File: config.mk
export PLATFORM = sky130hd
export DESIGN_NAME = ahb_lite_fir_n
export DESIGN_NICKNAME = d
export VERILOG_FILES = /design/src/rtl/ahb_lite_fir_n.sv
export SDC_FILE = /design/constraint.sdc
export NUM_CORES = 1
export LEC_CHECK = 0
export ABC_AREA = 0
export CAP_MARGIN = 40
export CORE_MARGIN = 3
export CORE_UTILIZATION = 29
export CTS_CLUSTER_SIZE = 28
export DETAILED_ROUTE_END_ITERATION = 16
export PLACE_DENSITY = 0.55
export SETUP_SLACK_MARGIN = 0.15
export SKIP_CTS_REPAIR_TIMING = 1
export SLEW_MARGIN = 20
export SYNTH_ARGS = -nofsm -noshare
export SYNTH_HDL_FRONTEND = slang
export SYNTH_SLANG_ARGS = --single-unit
File: constraint.sdc
create_clock -name clk -period 10.1 [get_ports clk]
set_input_delay 2.02 -clock clk [delete_from_list [all_inputs] [get_ports clk]]
set_output_delay 2.02 -clock clk [all_outputs]
set_load 0.05 [all_outputs]
File: src/rtl/ahb_lite_fir_n.sv
// AHB-Lite slave wrapping a serial-MAC FIR filter with a NUM_TAPS-deep sample delay line.
// Coefficients are unsigned Q1.15; each accepted sample write starts one NUM_TAPS-cycle MAC pass.
module ahb_lite_fir_n #(
  parameter int unsigned NUM_TAPS = 4,
  parameter int unsigned ACC_W    = 24
) (
  input  logic        clk,
  input  logic        rst,
  input  logic        hsel,
  input  logic [4:0]  haddr,
  input  logic        hsize,
  input  logic [1:0]  htrans,
  input  logic        hwrite,
  input  logic [15:0] hwdata,
  output logic [15:0] hrdata,
  output logic        hresp
);

  localparam logic [5:0] EndAddr = 6'(8 + 2 * NUM_TAPS);

  typedef enum logic [1:0] {StIdle, StMac, StDone} state_e;

  state_e state_q, state_d;

  logic             dp_valid_q, dp_valid_d;
  logic             dp_write_q, dp_write_d;
  logic             dp_size_q, dp_size_d;
  logic [4:0]       dp_addr_q, dp_addr_d;
  logic [15:0]      coef_q [NUM_TAPS];
  logic [15:0]      coef_d [NUM_TAPS];
  logic [15:0]      x_q [NUM_TAPS];
  logic [15:0]      x_d [NUM_TAPS];
  logic [ACC_W-1:0] acc_q, acc_d;
  logic [3:0]       cnt_q, cnt_d;
  logic [15:0]      result_q, result_d;
  logic             ovf_q, ovf_d;
  logic             newres_q, newres_d;

  logic        busy, mac_en, done_en;
  logic [3:0]  word_idx, coef_idx;
  logic        addr_low, out_of_range, err, wr_ok, rd_ok;
  logic        sample_wr, flush, coef_wr, last_tap, acc_sat;
  logic [15:0] sample_val, ctrl_val, tap_x, tap_c, rd_data;
  logic [31:0] prod;
  logic        unused_bits;

  // Byte writes replace only the lane picked by the address LSB.
  function automatic logic [15:0] merge(input logic [15:0] old, input logic sz,
                                        input logic lane, input logic [15:0] wd);
    if (sz) return wd;
    else if (lane) return {wd[15:8], old[7:0]};
    else return {old[15:8], wd[7:0]};
  endfunction

  always_ff @(posedge clk) begin
    if (rst) state_q <= StIdle;
    else     state_q <= state_d;
  end

  always_comb begin
    state_d = state_q;
    unique case (state_q)
      StIdle:  if (sample_wr) state_d = StMac;
      StMac:   if (last_tap) state_d = StDone;
      StDone:  state_d = StIdle;
      default: state_d = StIdle;
    endcase
  end

  always_comb begin
    busy    = (state_q != StIdle);
    mac_en  = (state_q == StMac);
    done_en = (state_q == StDone);
  end

  assign word_idx     = dp_addr_q[4:1];
  assign coef_idx     = word_idx - 4'd4;
  assign addr_low     = dp_addr_q < 5'd4;
  assign out_of_range = {1'b0, dp_addr_q} >= EndAddr;
  assign err          = dp_valid_q & ((dp_write_q & addr_low) | out_of_range |
                                      (dp_write_q & busy & ~addr_low));
  assign wr_ok        = dp_valid_q & dp_write_q & ~err;
  assign rd_ok        = dp_valid_q & ~dp_write_q & ~err;
  assign sample_val   = merge(16'h0000, dp_size_q, dp_addr_q[0], hwdata);
  assign ctrl_val     = merge(16'h0000, dp_size_q, dp_addr_q[0], hwdata);
  assign sample_wr    = wr_ok & (word_idx == 4'd2);
  assign flush        = wr_ok & (word_idx == 4'd3) & ctrl_val[0];
  assign coef_wr      = wr_ok & (word_idx >= 4'd4);

  always_comb begin
    tap_x = '0;
    tap_c = '0;
    for (int i = 0; i < NUM_TAPS; i++) begin
      if (cnt_q == 4'(i)) begin
        tap_x = x_q[i];
        tap_c = coef_q[i];
      end
    end
  end

  assign prod        = 32'(tap_x) * 32'(tap_c);
  assign last_tap    = (cnt_q == 4'(NUM_TAPS - 1));
  assign acc_sat     = acc_q > ACC_W'(16'hFFFF);
  assign unused_bits = ^{htrans[0], prod[14:0], ctrl_val[15:1]};

  always_comb begin
    dp_valid_d = hsel & htrans[1];
    dp_addr_d  = dp_addr_q;
    dp_write_d = dp_write_q;
    dp_size_d  = dp_size_q;
    if (dp_valid_d) begin
      dp_addr_d  = haddr;
      dp_write_d = hwrite;
      dp_size_d  = hsize;
    end

    acc_d = acc_q;
    cnt_d = cnt_q;
    if (sample_wr) begin
      acc_d = '0;
      cnt_d = '0;
    end else if (mac_en) begin
      acc_d = acc_q + ACC_W'(prod[31:15]);
      cnt_d = cnt_q + 4'd1;
    end

    result_d = result_q;
    if (done_en) result_d = acc_sat ? 16'hFFFF : acc_q[15:0];

    // Sticky flags: a set event in the same cycle beats a clearing read.
    ovf_d = ovf_q;
    if (rd_ok && word_idx == 4'd0) ovf_d = 1'b0;
    if (done_en && acc_sat) ovf_d = 1'b1;

    newres_d = newres_q;
    if ((rd_ok && word_idx == 4'd1) || sample_wr) newres_d = 1'b0;
    if (done_en) newres_d = 1'b1;

    for (int i = 0; i < NUM_TAPS; i++) begin
      x_d[i]    = x_q[i];
      coef_d[i] = coef_q[i];
      if (coef_wr && coef_idx == 4'(i)) coef_d[i] = merge(coef_q[i], dp_size_q, dp_addr_q[0], hwdata);
    end
    if (flush) begin
      for (int i = 0; i < NUM_TAPS; i++) x_d[i] = '0;
    end else if (sample_wr) begin
      x_d[0] = sample_val;
      for (int i = 1; i < NUM_TAPS; i++) x_d[i] = x_q[i-1];
    end
  end

  always_ff @(posedge clk) begin
    if (rst) begin
      dp_valid_q <= 1'b0;
      dp_addr_q  <= '0;
      dp_write_q <= 1'b0;
      dp_size_q  <= 1'b0;
      acc_q      <= '0;
      cnt_q      <= '0;
      result_q   <= '0;
      ovf_q      <= 1'b0;
      newres_q   <= 1'b0;
      for (int i = 0; i < NUM_TAPS; i++) begin
        coef_q[i] <= '0;
        x_q[i]    <= '0;
      end
    end else begin
      dp_valid_q <= dp_valid_d;
      dp_addr_q  <= dp_addr_d;
      dp_write_q <= dp_write_d;
      dp_size_q  <= dp_size_d;
      acc_q      <= acc_d;
      cnt_q      <= cnt_d;
      result_q   <= result_d;
      ovf_q      <= ovf_d;
      newres_q   <= newres_d;
      for (int i = 0; i < NUM_TAPS; i++) begin
        coef_q[i] <= coef_d[i];
        x_q[i]    <= x_d[i];
      end
    end
  end

  always_comb begin
    rd_data = '0;
    case (word_idx)
      4'd0: rd_data = {13'b0, newres_q, ovf_q, busy};
      4'd1: rd_data = result_q;
      default: begin
        for (int i = 0; i < NUM_TAPS; i++) begin
          if (word_idx >= 4'd4 && coef_idx == 4'(i)) rd_data = coef_q[i];
        end
      end
    endcase
  end

  assign hrdata = (rd_ok & ~rst) ? rd_data : 16'h0000;
  assign hresp  = err & ~rst;

endmodule

# Yosys cells after proc, flatten, opt, wreduce, memory -nomap -nowiden
# Memories as Yosys holds them, arrays and structs flattened.
# Cells that the tools add are included.
# classes
n_addsub,3
multipliers,1
order_cmp,4
eq_ne,13
muxes,49
bitwise_logic,29
n_reduce_logical,21
# ops
cell,n
$mux W16,36
$mux W64,2
$mul A16 B16 Y32,1
$pmux W16 S2,1
$add A24 B17 Y24,1
$eq A4 B2 Y1 const B,6
$gt A24 B16 Y1 const B,1
$and A1 B1 Y1,15
$eq A4 B1 Y1 const B,3
$logic_not A4 Y1,3
$logic_and A1 B1 Y1,11
$or A1 B1 Y1,10
$mux W1,7
$reduce_bool A2 Y1,3
$ge A5 B5 Y1 const B,1
$lt A5 B3 Y1 const B,1
$add A4 B1 Y4 const B,1
$ge A4 B3 Y1 const B,1
$mux W2,2
$not A1 Y1,4
$pmux W2 S2,1
$sub A4 B3 Y4 const B,1
$eq A2 B1 Y1 const B,1
$eq A2 B2 Y1 const B,1
6 further kinds,6
# word_totals
register_bits,56
ram_bits,128
inputBits,28
n_memories,2
# mem_list
memory,words,width,rd,rd_clocked_by_memory_dff,wr,line,rtl
coef_q,4,16,4,0,4,29,logic [15:0] coef_q [NUM_TAPS];
x_q,4,16,4,0,4,31,logic [15:0] x_q [NUM_TAPS];

# Logic depth before layout (Yosys ltp)
# Gate-level depths: netlist (run 1).
# depth
ltp_word,11
mapped_depth,42
ltp_nobuf,39

# Worst setup path before layout (run 1)
# Ideal clock, no wire load.
# synth_path
path_type,reg-to-reg
startpoint,register cnt_q[1]
endpoint,register acc_q[16]
setup_time_ns,0.118
t_arrival_ns,9.203
slack_ns,0.779
stages_incl_launch_ff,38
n_path_buf,3
period_less_slack_ns,9.321
path_cell_list,dfxtp_1 inv_1 ha_1 nor4b_4 clkbuf_1 buf_2 a221oi_1 o31ai_1 clkbuf_1 nand2_1 fa_1 fa_1 fa_1 fa_1 inv_1 fa_1 inv_1 fa_1 (+2 left out) and4_1 a221oi_1 nand2_1 o21ai_1 o211ai_2 and2_2 a21o_1 a21oi_1 xnor2_1 ha_1 nor2b_1 or4_1 o21a_1 a21o_1 a31o_2 a21o_1 xnor2_1 o21ai_1
# synth_via
elab_chain_len,7
# synth_lines
element,line,rtl
from (decl),34,"logic [3:0] cnt_q, cnt_d;"
from (signal assigned),173,cnt_q <= cnt_d;
$logic_not A4 Y1,94,if (cnt_q == 4'(i)) begin
$mux W16 (4 in a row),94,
$mul A16 B16 Y32 (*),101,assign prod = 32'(tap_x) * 32'(tap_c);
$add A24 B17 Y24 (*),123,acc_d = acc_q + ACC_W'(prod[31:15]);
to (signal assigned),158,acc_q <= '0;
to (signal assigned),172,acc_q <= acc_d;
to (decl),33,"logic [ACC_W-1:0] acc_q, acc_d;"
# Mark *: on every way between the ends. The rest lies on a longest branch, timed or not.
# A chain may end at the register's enable or synchronous reset.

# Worst setup path in the final report (run 1)
# layout_path
startpoint,register cnt_q[0]
endpoint,register acc_q[16]
# Same word-level chain as after synthesis.

==> flow_summary.json, run 1 <==
{
  "initial_core_util_pct": 29.5,
  "placed_cells": 2891,
  "min_path_cells": 2,
  "status": "finished, final reports clean",
  "die_w_um": 249,
  "crit_path_start_kind": "flip-flop",
  "final_nets": 2495,
  "place_ws_ps": 166,
  "drc_errors": 0,
  "clock_latency_ps": 440,
  "maxCapViolCount": 0,
  "worst_slew_pin_slew_ps": 763,
  "final-setup-viol-count": 0,
  "switching_power_uw": 355,
  "rr_startpoint": "cnt_q[0]",
  "switching_share_pct": 24.1,
  "crit_top_cell": "fa_1",
  "cts_root_buf": "clkbuf_16",
  "dpl_cell_area_sq_um": 19000,
  "async_flop_share_pct": 0,
  "cp-end-kind": "flip-flop",
  "numCtsBuffers": 17,
  "grt_pass1_vias": 14700,
  "finalInstanceArea_sq_um": 19800,
  "crit_type": "reg -> reg",
  "synth_fp_nets": 2414,
  "fin_skew_ps": 10.4,
  "drt-vias-per-instance": 4.90,
  "r2r_setup_slack_ps": 650,
  "timing.rr.end": "acc_q[16]",
  "drv_slew": 0,
  "clockBufferDepth": 2,
  "p_leak_nw": 9.10,
  "synthFlopType": "dfxtp_1",
  "synth_cell_types": 64,
  "globalplace.congestion": 0.900,
  "min_from": "x_q[0][57]",
  "holdPathEnd": "x_q[0][57]",
  "ant_nets": 0,
  "slew_headroom_pct": 49.0,
  "p_seq_share_pct": 49.3,
  "cts.htree.levels": 4,
  "worst_slack_ps": 651,
  "cts_tree": "done",
  "die_area_sq_um": 61900,
  "rr_worst_depth": 39,
  "layout_min_cycle_time_ps": 9450,
  "drt_iter0_drc": 1196,
  "rsz0062_at_grt": "no",
  "power_frac_comb_pct": 3.5,
  "fmax_mhz": 106,
  "top_level_ports": 45,
  "overflow": 0,
  "port_buffers": 43,
  "powerDensity_nw_per_um2": 74.6,
  "ys_seq_area_share_pct": 21.6,
  "dp_hpwl_um": 38600,
  "synth_edf_count": 0,
  "netlist_area_sq_um": 17100,
  "period_share_pct": 93.6,
  "max_stage_delay_ps": 530,
  "vias": 14300,
  "drive_gt1_share_pct": 9.94,
  "p_clk_share_pct": 47.2,
  "crit_fanout": 13,
  "crit_path_top_delay_cell": "fa_1",
  "grt_pass1_wl_um": 80000,
  "final.fill_count": 6019,
  "grt_max_degree": 67,
  "p_int_mw": 1.12,
  "crit_arrival_ps": 9770,
  "synth-seq-cells": 184,
  "yosysWarnings": 0,
  "die_y_um": 249,
  "core_area_sq_um": 58000,
  "firstDrtPassIters": 5,
  "n_antenna_cell": 0,
  "cts.sink_count": 184,
  "fin_setup_tns_ps": 0,
  "peakVddDrop_v": 0.000120,
  "final_cells": 2928,
  "cts.clk_slew.worst_paths_ps": 80,
  "power.total_mw": 1.48,
  "hp-class": "reg -> reg",
  "syn_inst": 2069,
  "track_usage_pct": 15.9,
  "grt_antenna_before_repair": 0,
  "wl_per_cell_um": 16.9,
  "rows": 88,
  "synthToLayoutAreaGrowth_pct": 15.8,
  "hold_viol_final": 0,
  "critPathRequiredTime_ps": 10420,
  "syn_area_per_cell_sq_um": 8.26,
  "routed_wl_um": 49600
}
worst max-delay path, delay by kind of cell, from the launching register on:
family / cells / cell delay (ps)
AOI/OAI and AO/OA: 11 / 1890
xor gates and xnor gates: 2 / 300
adders and majority gates: 9 / 3730
buffers and inverters: 7 / 920
DFF: 1 / 370
and+or+nand+nor: 10 / 2090
flip-flops by register name, summed over array words and instances, names as in the netlist:
name	flops
acc_q	24
cnt_q	4
coef_q	64
dp_addr_q	5
dp_size_q	1
dp_valid_q	1
dp_write_q	1
newres_q	1
ovf_q	1
result_q	16
state_q	2
x_q	64
cells in the mapped netlist, types with 6 or more instances:
| master | number | area share, % |
|---|---|---|
| nor3_1 | 10 | 0.29 |
| or2_2 | 8 | 0.29 |
| nand4_1 | 8 | 0.29 |
| a21o_1 | 26 | 1.1 |
| and2_1 | 8 | 0.29 |
| buf_1 | 12 | 0.26 |
| mux4_2 | 14 | 1.8 |
| nand2b_1 | 13 | 0.48 |
| nor2_1 | 266 | 5.8 |
| nor2b_1 | 14 | 0.51 |
| a22oi_1 | 13 | 0.57 |
| nand3_1 | 38 | 1.1 |
| inv_1 | 245 | 5.4 |
| a21oi_1 | 126 | 3.7 |
| o21ai_0 | 18 | 0.53 |
| ha_1 | 123 | 9.0 |
| and3_1 | 7 | 0.26 |
| nand2_1 | 411 | 9.0 |
| dfxtp_1 | 184 | 22 |
| xnor2_1 | 24 | 1.2 |
| clkbuf_1 | 82 | 1.8 |
| mux2i_1 | 86 | 5.0 |
| xor2_1 | 10 | 0.51 |
| fa_1 | 194 | 23 |
| a221oi_1 | 27 | 1.4 |
| a31oi_1 | 16 | 0.59 |
| o21ai_1 | 6 | 0.18 |
| o21a_1 | 6 | 0.26 |
logic make-up (layout without fill, tap and decap cells):
group	Yosys count	in the layout	share of synthesized area, %
adder cells (fa/ha/maj)	317	317	31.7
flip-flops	184	184	21.6
buffers and inverters	343	437	7.56
XOR/XNOR	34	34	1.74
AND/OR/NAND/NOR	800	800	19.3
multiplexers	102	102	7.01
AO/OA/AOI/OAI	289	289	11.1
layer usage:
metal	vias to the layer above	global-route usage, %	share of wire (%)	wire length (um)
li1	6858	-	-	-
met1	7024	21.8	46	22900
met4	0	4.54	2.4	1170
met2	407	26.4	47	23100
met5	-	0	0	0
met3	60	2.00	5.0	2470
metrics by stage:
step | hold slack [ps] | util [%]
final | 470 | 34.1
after global placement | 443 | 32.8
after global routing | 486 | 34.1
after detailed placement | 458 | 32.8
after CTS | 467 | 33.9
after floorplan | 437 | -
power groups by stage:
stage                     Combinational (mW)  Sequential, mW  Clock [mW]
after floorplan                       0.0263           0.744           0
after global placement                0.0499           0.744           0
after detailed placement              0.0517           0.745           0
after CTS                             0.0518           0.727       0.711
after global routing                  0.0557           0.728       0.738
final                                 0.0524           0.728       0.696
final cells by class:
type,count,area (sq um),area share [%]
well taps,765,957,4.84
inverters,245,920,4.65
clock inverters,15,186,0.942
flip-flops and latches,184,3680,18.6
repair buffers,160,1360,6.89
multi-input cells,1542,12200,61.9
clock buffers,17,425,2.15
layout by cell type (no fill, tap or decap), drive strengths merged, types with 6 or more instances in the layout:
master and instances:
inv 253, o21ai 24, o21a 6, and2 9, nand2b 13, clkdlybuf4s50 42
dfxtp 184, nor3 10, ha 123, mux2i 86, a21oi 126, xor2 10
mux4 14, or2 9, a21o 26, nor2b 14, nand3 38, nand2 411
buf 117, nor2 266, a31oi 16, a22oi 14, a221oi 28, and3 7
fa 194, nand4 8, clkbuf 18, xnor2 24
worst max-delay path by stage:
stage	start	end	slack (ps)	depth (start not counted)
3_5_place_dp	cnt_q[1]	acc_q[20]	170	37
6_report	cnt_q[0]	acc_q[16]	650	39
2_1_floorplan	cnt_q[1]	acc_q[16]	780	37
5_1_grt	cnt_q[0]	acc_q[16]	180	39
3_3_place_gp	cnt_q[1]	acc_q[22]	320	37
4_1_cts	cnt_q[1]	acc_q[20]	110	37
(Power assumes the default switching activity.)
==> inputs of run 2 (changes only) <==
--- a/config.mk
+++ b/config.mk
@@ -6,7 +6,7 @@
 export NUM_CORES = 1
 export LEC_CHECK = 0
 export ABC_AREA = 0
-export CAP_MARGIN = 40
+export CAP_MARGIN = 25
 export CORE_MARGIN = 3
 export CORE_UTILIZATION = 29
 export CTS_CLUSTER_SIZE = 28
==> flow_summary.json, run 2 (synthesized netlist as in run 1, its figures left out) <==
{
  "fin_setup_tns_ps": 0,
  "track_usage_pct": 15.9,
  "slew_headroom_pct": 34.0,
  "grt_antenna_before_repair": 0,
  "grt_max_degree": 97,
  "cts_tree": "done",
  "final_common_cell": "nand2_1",
  "routed.top_layer": "met4",
  "p_leak_nw": 9.11,
  "post-route-util_pct": 34.1,
  "grt_pass1_wl_um": 79800,
  "drive_gt1_share_pct": 9.87,
  "cp-end-kind": "flip-flop",
  "final_nets": 2491,
  "crit_top_cell": "fa_1",
  "final-setup-viol-count": 0,
  "drc_errors": 0,
  "multi_input_area_sq_um": 12300,
  "peakVddDrop_v": 0.000126,
  "rr_startpoint": "cnt_q[0]",
  "die_y_um": 249,
  "wl_per_cell_um": 16.9,
  "max_stage_delay_ps": 530,
  "initial_core_util_pct": 29.5,
  "core_area_sq_um": 58000,
  "cts_root_buf": "clkbuf_16",
  "timing.rr.end": "acc_q[16]",
  "hold_viol_final": 0,
  "drt_iter0_drc": 1051,
  "crit_fanout": 22,
  "numCtsBuffers": 17,
  "die_area_sq_um": 61900,
  "final.fill_count": 6028,
  "crit_path_top_delay_cell": "fa_1",
  "rr_worst_depth": 38,
  "r2r_setup_slack_ps": 620,
  "n_antenna_cell": 0,
  "critPathCapture": "acc_q[16]",
  "wl_met1_um": 23300,
  "crit_path_start_kind": "flip-flop",
  "crit_type": "reg -> reg",
  "layout_min_cycle_time_ps": 9480,
  "cts.sink_count": 184,
  "ant_nets": 0,
  "rsz0062_at_grt": "no",
  "wl_met3_um": 2000,
  "maxCapViolCount": 0,
  "final_cell_mix": "404 x nand2_1, 266 x nor2_1, 245 x inv_1, 194 x fa_1, 183 x dfxtp_1",
  "period_share_pct": 93.9,
  "fmax_mhz": 105,
  "dp_hpwl_um": 38400,
  "regArea_sq_um": 3680,
  "fin_skew_ps": 8.22,
  "cts.clk_slew.worst_paths_ps": 70,
  "worst_slack_ps": 619,
  "dr_wl_met2_um": 22700,
  "rows": 88,
  "top_level_ports": 45,
  "globalplace.congestion": 0.900,
  "routed_wl_um": 49400,
  "reg_top3": "coef_q: 64 flops, x_q: 64 flops, acc_q: 24 flops",
  "critPathLaunch": "cnt_q[0]",
  "clockBufferDepth": 2,
  "firstDrtPassIters": 5,
  "crit_family": "adder cells",
  "critPathRequiredTime_ps": 10420,
  "drt-vias-per-instance": 4.89,
  "crit_arrival_ps": 9800,
  "powerDensity_nw_per_um2": 75.6,
  "cp.depth": 38,
  "min_path_cells": 2,
  "vias": 14300,
  "cp.buffers_inverters": 8,
  "synthToLayoutAreaGrowth_pct": 15.8,
  "cts.htree.levels": 4,
  "hp-class": "reg -> reg",
  "port_buffers": 43,
  "status": "finished, final reports clean",
  "die_w_um": 249,
  "drv_slew": 0,
  "overflow": 0,
  "place_ws_ps": 244,
  "worst_slew_pin_slew_ps": 989,
  "grt_pass1_vias": 14700,
  "clock_latency_ps": 430
}
## run 2: final cells by class
type / instances / share of cell area [%]
multi-input combinational: 1542 / 62.0
inverter: 245 / 4.64
timing repair buffer: 156 / 6.70
clock buffer: 19 / 2.29
tap: 765 / 4.83
clock inverter: 13 / 0.935
sequential: 184 / 18.6
## run 2: per-layer routing
metal	vias up	global-route usage [%]
li1	6854	-
met1	7027	22.0
met2	354	26.0
met3	65	1.82
met4	0	5.12
met5	-	0
## run 2: worst register-to-register path: cells and delay by family (launching register included)
kind	cells	cell delay [ps]
flops	1	430
simple gates	8	1640
compound gates	11	1920
buf+inv	8	1200
xor+xnor	2	320
fa+ha+maj	9	3860
## run 2: how the worst min path moves through the flow
| stage | startpoint | endpoint | slack (ps) |
|---|---|---|---|
| detailed placement | x_q[0][61] | x_q[0][61] | 460 |
| CTS | x_q[0][21] | x_q[0][37] | 470 |
| floorplan | x_q[0][61] | x_q[0][61] | 440 |
| finish | x_q[0][61] | x_q[0][61] | 470 |
| global placement | x_q[0][61] | x_q[0][61] | 440 |
| global route | x_q[0][41] | x_q[0][57] | 480 |
## run 2: metrics by stage
step	instance area, sq um	power (mW)	instances	hold slack, ps
floorplan	17100	0.771	2069	437
global placement	19000	0.794	2889	443
detailed placement	19000	0.795	2890	456
CTS	19700	1.51	2922	466
global route	19800	1.54	2924	483
finish	19800	1.50	2924	469
## run 2: power breakdown
part	total, mW	internal, mW	switching (mW)	leakage [nW]
clock	0.718	0.411	0.306	0.311
sequential	0.728	0.726	0.00133	1.48
combinational	0.0510	0.0171	0.0339	7.31
total	1.50	1.15	0.342	9.11
